<file path="config.mk">
export PLATFORM = sky130hd
export DESIGN_NAME = uart_word_assembler
export DESIGN_NICKNAME = d
export VERILOG_FILES = /design/src/rtl/uart_word_assembler.sv
export SDC_FILE = /design/constraint.sdc
export NUM_CORES = 1
export LEC_CHECK = 0
export CORE_AREA = 3 3 83 77
export CTS_BUF_LIST = sky130_fd_sc_hd__clkbuf_16
export DETAILED_ROUTE_END_ITERATION = 8
export DIE_AREA = 0 0 86 80
export PLACE_DENSITY = 0.88
export SLEW_MARGIN = 20
export SYNTH_ARGS = -nofsm -noshare
export SYNTH_HDL_FRONTEND = slang
export SYNTH_SLANG_ARGS = --single-unit
</file>
<file path="constraint.sdc">
create_clock -name i_clk -period 2.5 [get_ports i_clk]
set_input_delay 0.25 -clock i_clk [delete_from_list [all_inputs] [get_ports i_clk]]
set_output_delay 0.25 -clock i_clk [all_outputs]
set_load 0.005 [all_outputs]
</file>
<file path="src/rtl/uart_word_assembler.sv">
// Packs UART receiver bytes into BYTES_PER_WORD-byte words with selectable byte
// order, an inter-byte timeout and a one-entry valid/ready output register.
module uart_word_assembler #(
    parameter int unsigned BYTE_WIDTH     = 8,
    parameter int unsigned BYTES_PER_WORD = 4,
    parameter int unsigned TIMEOUT_CYCLES = 0
) (
    input  logic                                     i_clk,
    input  logic                                     i_reset,
    input  logic                                     i_byte_valid,
    input  logic [BYTE_WIDTH-1:0]                    i_byte,
    input  logic                                     i_msb_first,
    input  logic                                     i_word_ready,
    output logic [BYTE_WIDTH*BYTES_PER_WORD-1:0]     o_word,
    output logic                                     o_word_valid,
    output logic [$clog2(BYTES_PER_WORD+1)-1:0]      o_byte_count,
    output logic                                     o_overflow,
    output logic                                     o_timeout
);

    localparam int unsigned WORD_W    = BYTE_WIDTH * BYTES_PER_WORD;
    localparam int unsigned CNT_W     = $clog2(BYTES_PER_WORD + 1);
    localparam int unsigned IDLE_W    = (TIMEOUT_CYCLES > 1) ? $clog2(TIMEOUT_CYCLES + 1) : 1;
    localparam bit          TO_EN     = (TIMEOUT_CYCLES != 0);
    localparam int unsigned IDLE_LAST = (TIMEOUT_CYCLES > 0) ? TIMEOUT_CYCLES - 1 : 0;

    typedef enum logic {
        COLLECT_EMPTY   = 1'b0,
        COLLECT_PARTIAL = 1'b1
    } state_t;

    state_t              r_state;
    logic [WORD_W-1:0]   r_asm;
    logic [CNT_W-1:0]    r_cnt;
    logic                r_ord;
    logic [IDLE_W-1:0]   r_idle;
    logic [WORD_W-1:0]   r_word;
    logic                r_word_valid;
    logic                r_overflow;
    logic                r_timeout;

    logic                w_ord;
    logic                w_last_byte;
    logic                w_slot_free;
    logic [WORD_W-1:0]   w_merged;

    // The first byte of a word uses the live order input; later bytes use the latched one.
    assign w_ord       = (r_state == COLLECT_EMPTY) ? i_msb_first : r_ord;
    assign w_last_byte = (r_cnt == CNT_W'(BYTES_PER_WORD - 1));
    assign w_slot_free = !r_word_valid || i_word_ready;

    // Assembly register with the incoming byte merged at its slot.
    always_comb begin
        w_merged = r_asm;
        for (int k = 0; k < int'(BYTES_PER_WORD); k++) begin
            if (r_cnt == CNT_W'(k)) begin
                if (w_ord) begin
                    w_merged[(int'(BYTES_PER_WORD) - 1 - k)*int'(BYTE_WIDTH) +: BYTE_WIDTH] = i_byte;
                end else begin
                    w_merged[k*int'(BYTE_WIDTH) +: BYTE_WIDTH] = i_byte;
                end
            end
        end
    end

    always_ff @(posedge i_clk) begin
        if (i_reset) begin
            r_state      <= COLLECT_EMPTY;
            r_asm        <= '0;
            r_cnt        <= '0;
            r_ord        <= 1'b0;
            r_idle       <= '0;
            r_word       <= '0;
            r_word_valid <= 1'b0;
            r_overflow   <= 1'b0;
            r_timeout    <= 1'b0;
        end else begin
            r_overflow <= 1'b0;
            r_timeout  <= 1'b0;
            if (r_word_valid && i_word_ready) begin
                r_word_valid <= 1'b0;
            end

            if (i_byte_valid) begin
                r_idle <= '0;
                r_asm  <= w_merged;
                if (r_state == COLLECT_EMPTY) begin
                    r_ord <= i_msb_first;
                end
                if (w_last_byte) begin
                    r_cnt   <= '0;
                    r_state <= COLLECT_EMPTY;
                    if (w_slot_free) begin
                        r_word       <= w_merged;
                        r_word_valid <= 1'b1;
                    end else begin
                        r_overflow <= 1'b1;
                    end
                end else begin
                    r_cnt   <= r_cnt + CNT_W'(1);
                    r_state <= COLLECT_PARTIAL;
                end
            end else if (TO_EN && r_state == COLLECT_PARTIAL) begin
                // Fires on the idle cycle that completes TIMEOUT_CYCLES idle cycles.
                if (r_idle == IDLE_W'(IDLE_LAST)) begin
                    r_idle    <= '0;
                    r_cnt     <= '0;
                    r_state   <= COLLECT_EMPTY;
                    r_timeout <= 1'b1;
                end else begin
                    r_idle <= r_idle + IDLE_W'(1);
                end
            end
        end
    end

    assign o_word       = r_word;
    assign o_word_valid = r_word_valid;
    assign o_byte_count = r_cnt;
    assign o_overflow   = r_overflow;
    assign o_timeout    = r_timeout;

endmodule

</file>
==> insert_results.sql <==
INSERT INTO impl_metrics (metric_group, metric, value, unit) VALUES
('sta', 'clock_skew', '7.80', 'ps'),
('sta', 'period_needed', '1870', 'ps'),
('global_routing', 'grt_max_degree', '41', ''),
('yosys', 'ys_dominant_reg_cell', 'dfxtp_1', ''),
('cts', 'ctsResizeCount', '0', ''),
('sta', 'setup_violations', '0', ''),
('setup_path', 'worst_path_dominant_cell_family', 'multiplexers', ''),
('sta', 'rsz0062_at_grt', 'false', ''),
('power', 'power_density', '709', 'nW/um^2'),
('die', 'fp.dieArea', '6880', 'sq um'),
('sta', 'post-route-period-util', '74.8', '%'),
('sta', 'setup_total_negative_slack', '0', 'ps'),
('final_layout', 'sequential_cell_area', '1420', 'sq um'),
('setup_path', 'crit_path_top_delay_cell', 'mux2i_1', ''),
('yosys', 'synth_largest_area_cell', 'dfxtp_1', ''),
('yosys', 'seq_area_frac_synth', '46.4', '%'),
('yosys', 'post_synth_inst_count', '313', ''),
('cts', 'cts_post_setup_buffers_inserted', '0', ''),
('yosys', 'syn_nets', '330', ''),
('yosys', 'yosys_register_bits', '71', ''),
('final_layout', 'num-fill-cells', '420', ''),
('detailed_routing', 'drt-initial-drc-count', '162', ''),
('global_routing', 'grt_usage', '23.5', '%'),
('global_routing', 'first_global_vias', '2425', ''),
('setup_path', 'worst-setup-path-type', 'flip-flop to flip-flop', ''),
('final_layout', 'design_area', '3910', 'sq um'),
('setup_path', 'crit_path_max_fanout', '8', ''),
('status', 'run_status', 'finished clean', ''),
('cts', 'cts_root_buffer', 'clkbuf_16', ''),
('final_layout', 'area_delta_synth_final', '27.8', '%'),
('die', 'start_util', '54.4', '%'),
('yosys', 'netlist_area', '3060', 'sq um'),
('cts', 'clkSinkCount', '71', ''),
('setup_path', 'cp-start-kind', 'flip-flop', ''),
('sta', 'final_max_slew_viols', '0', ''),
('final_layout', 'footprint_of_the_multi_input_gates', '1530', 'sq um'),
('power', 'ir_drop', '0.544', 'mV'),
('cts', 'numCtsBuffers', '9', ''),
('setup_path', 'timing.critical_path.arrival', '2120', 'ps'),
('yosys', 'avgSynthCellArea', '9.78', 'sq um'),
('yosys', 'async_reset_ff_share', '0', '%'),
('yosys', 'synthMostInstantiatedCell', 'dfxtp_1', ''),
('place', 'place_hpwl', '5100', 'microns'),
('place', 'placed_cells', '421', ''),
('final_layout', 'layout-drive-gt1-share', '9.56', '%'),
('cts', 'ctsHtreeMaxLevel', '3', ''),
('final_layout', 'nets_final', '379', ''),
('detailed_routing', 'route.antenna.remaining_nets', '0', ''),
('detailed_routing', 'detail_route.drc_violations', '0', ''),
('setup_path', 'worst_ep_required_time', '2750', 'ps'),
('sta', 'fin_ws', '631', 'ps'),
('detailed_routing', 'routed-via-count', '2551', ''),
('final_layout', 'final_util', '69.5', '%'),
('detailed_routing', 'detail_route.wl_per_cell', '17.5', 'microns'),
('die', 'die_height', '80', 'microns'),
('sta', 'worst_hold_slack', '476', 'ps'),
('yosys', 'synth_edf_count', '0', ''),
('yosys', 'synth_warnings', '0', ''),
('detailed_routing', 'detail_route.vias_per_cell', '5.85', ''),
('cts', 'holdBufCountCts', '0', ''),
('yosys', 'synth_common_cells', 'dfxtp_1 (71), nand2b_1 (43), mux2i_1 (37), nor2_1 (35), nor3_1 (33)', ''),
('power', 'p_total', '2.77', 'mW'),
('die', 'die-width', '86', 'microns'),
('die', 'placeableCoreArea', '5630', 'sq um'),
('cts', 'clkLatencyLatePin', '330', 'ps'),
('final_layout', 'diodes', '0', ''),
('place', 'dpl_cell_area', '3610', 'sq um'),
('power', 'p_leak', '1.56', 'nW'),
('detailed_routing', 'drt_first_pass_iters', '4', ''),
('min_path', 'worst_hold_path_type', 'flip-flop to flip-flop', ''),
('setup_path', 'slowest_delay', '520', 'ps');
-- cell type report --
type	instances	area share, %
multi-input combinational	219	39.2
sequential	71	36.4
timing repair buffer	58	14.1
clock buffer	9	5.76
tap	70	2.24
clock inverter	6	1.98
inverter	3	0.288
-- worst min-delay path, cell delays in order (launching register included) --
cell	delay, ps
dfxtp_1	310
nand2b_1	60
mux2i_1	60
-- routing by layer --
metal	global-route usage (%)	wire [microns]	part of all wire, %	up-vias
met5	0	0	0	-
met4	12.7	228	3.0	0
met3	5.88	539	7.1	22
met2	37.9	3730	49	93
met1	28.5	3130	41	1221
li1	-	-	-	1215
-- registers in the layout (all words and copies together) (netlist names) --
signal        flops
o_word           32
o_byte_count      3
r_state           1
r_asm            32
o_word_valid      1
r_ord             1
o_overflow        1
-- path summary, 6_finish.rpt --
path,startpoint,to,slack (ps),cells after the start
hold / removal,r_asm[26],r_asm[26],480,2
setup reg to reg,o_byte_count[0],o_word[27],630,6
setup / recovery,o_byte_count[0],o_word[27],630,6
hold reg to reg,r_asm[26],r_asm[26],480,2
-- cells in the final DEF (no fill, tap or decap), types with 5 or more instances in the layout --
cell type and instances:
dfxtp_1 71, clkdlybuf4s50_1 48, nand2b_1 43, mux2i_1 37
nor2_1 35, nor3_1 33, a221oi_1 32, nor2b_1 13
clkbuf_16 9, buf_4 9, mux2_4 5
-- power by group --
group	switching, mW	internal [mW]	total (mW)
registers	0.0234	1.17	1.19
clock network	0.448	0.856	1.30
logic	0.151	0.125	0.276
total	0.622	2.15	2.77
-- cell families after synthesis --
logic type                 synth area share, %
DFF                                       46.4
muxes                                     15.4
adders and majority gates                 1.64
AOI/OAI and AO/OA                         9.89
buffers and inverters                     3.43
other                                    0.123
and+or+nand+nor                           23.1
Power figures use the tool's default switching activity.
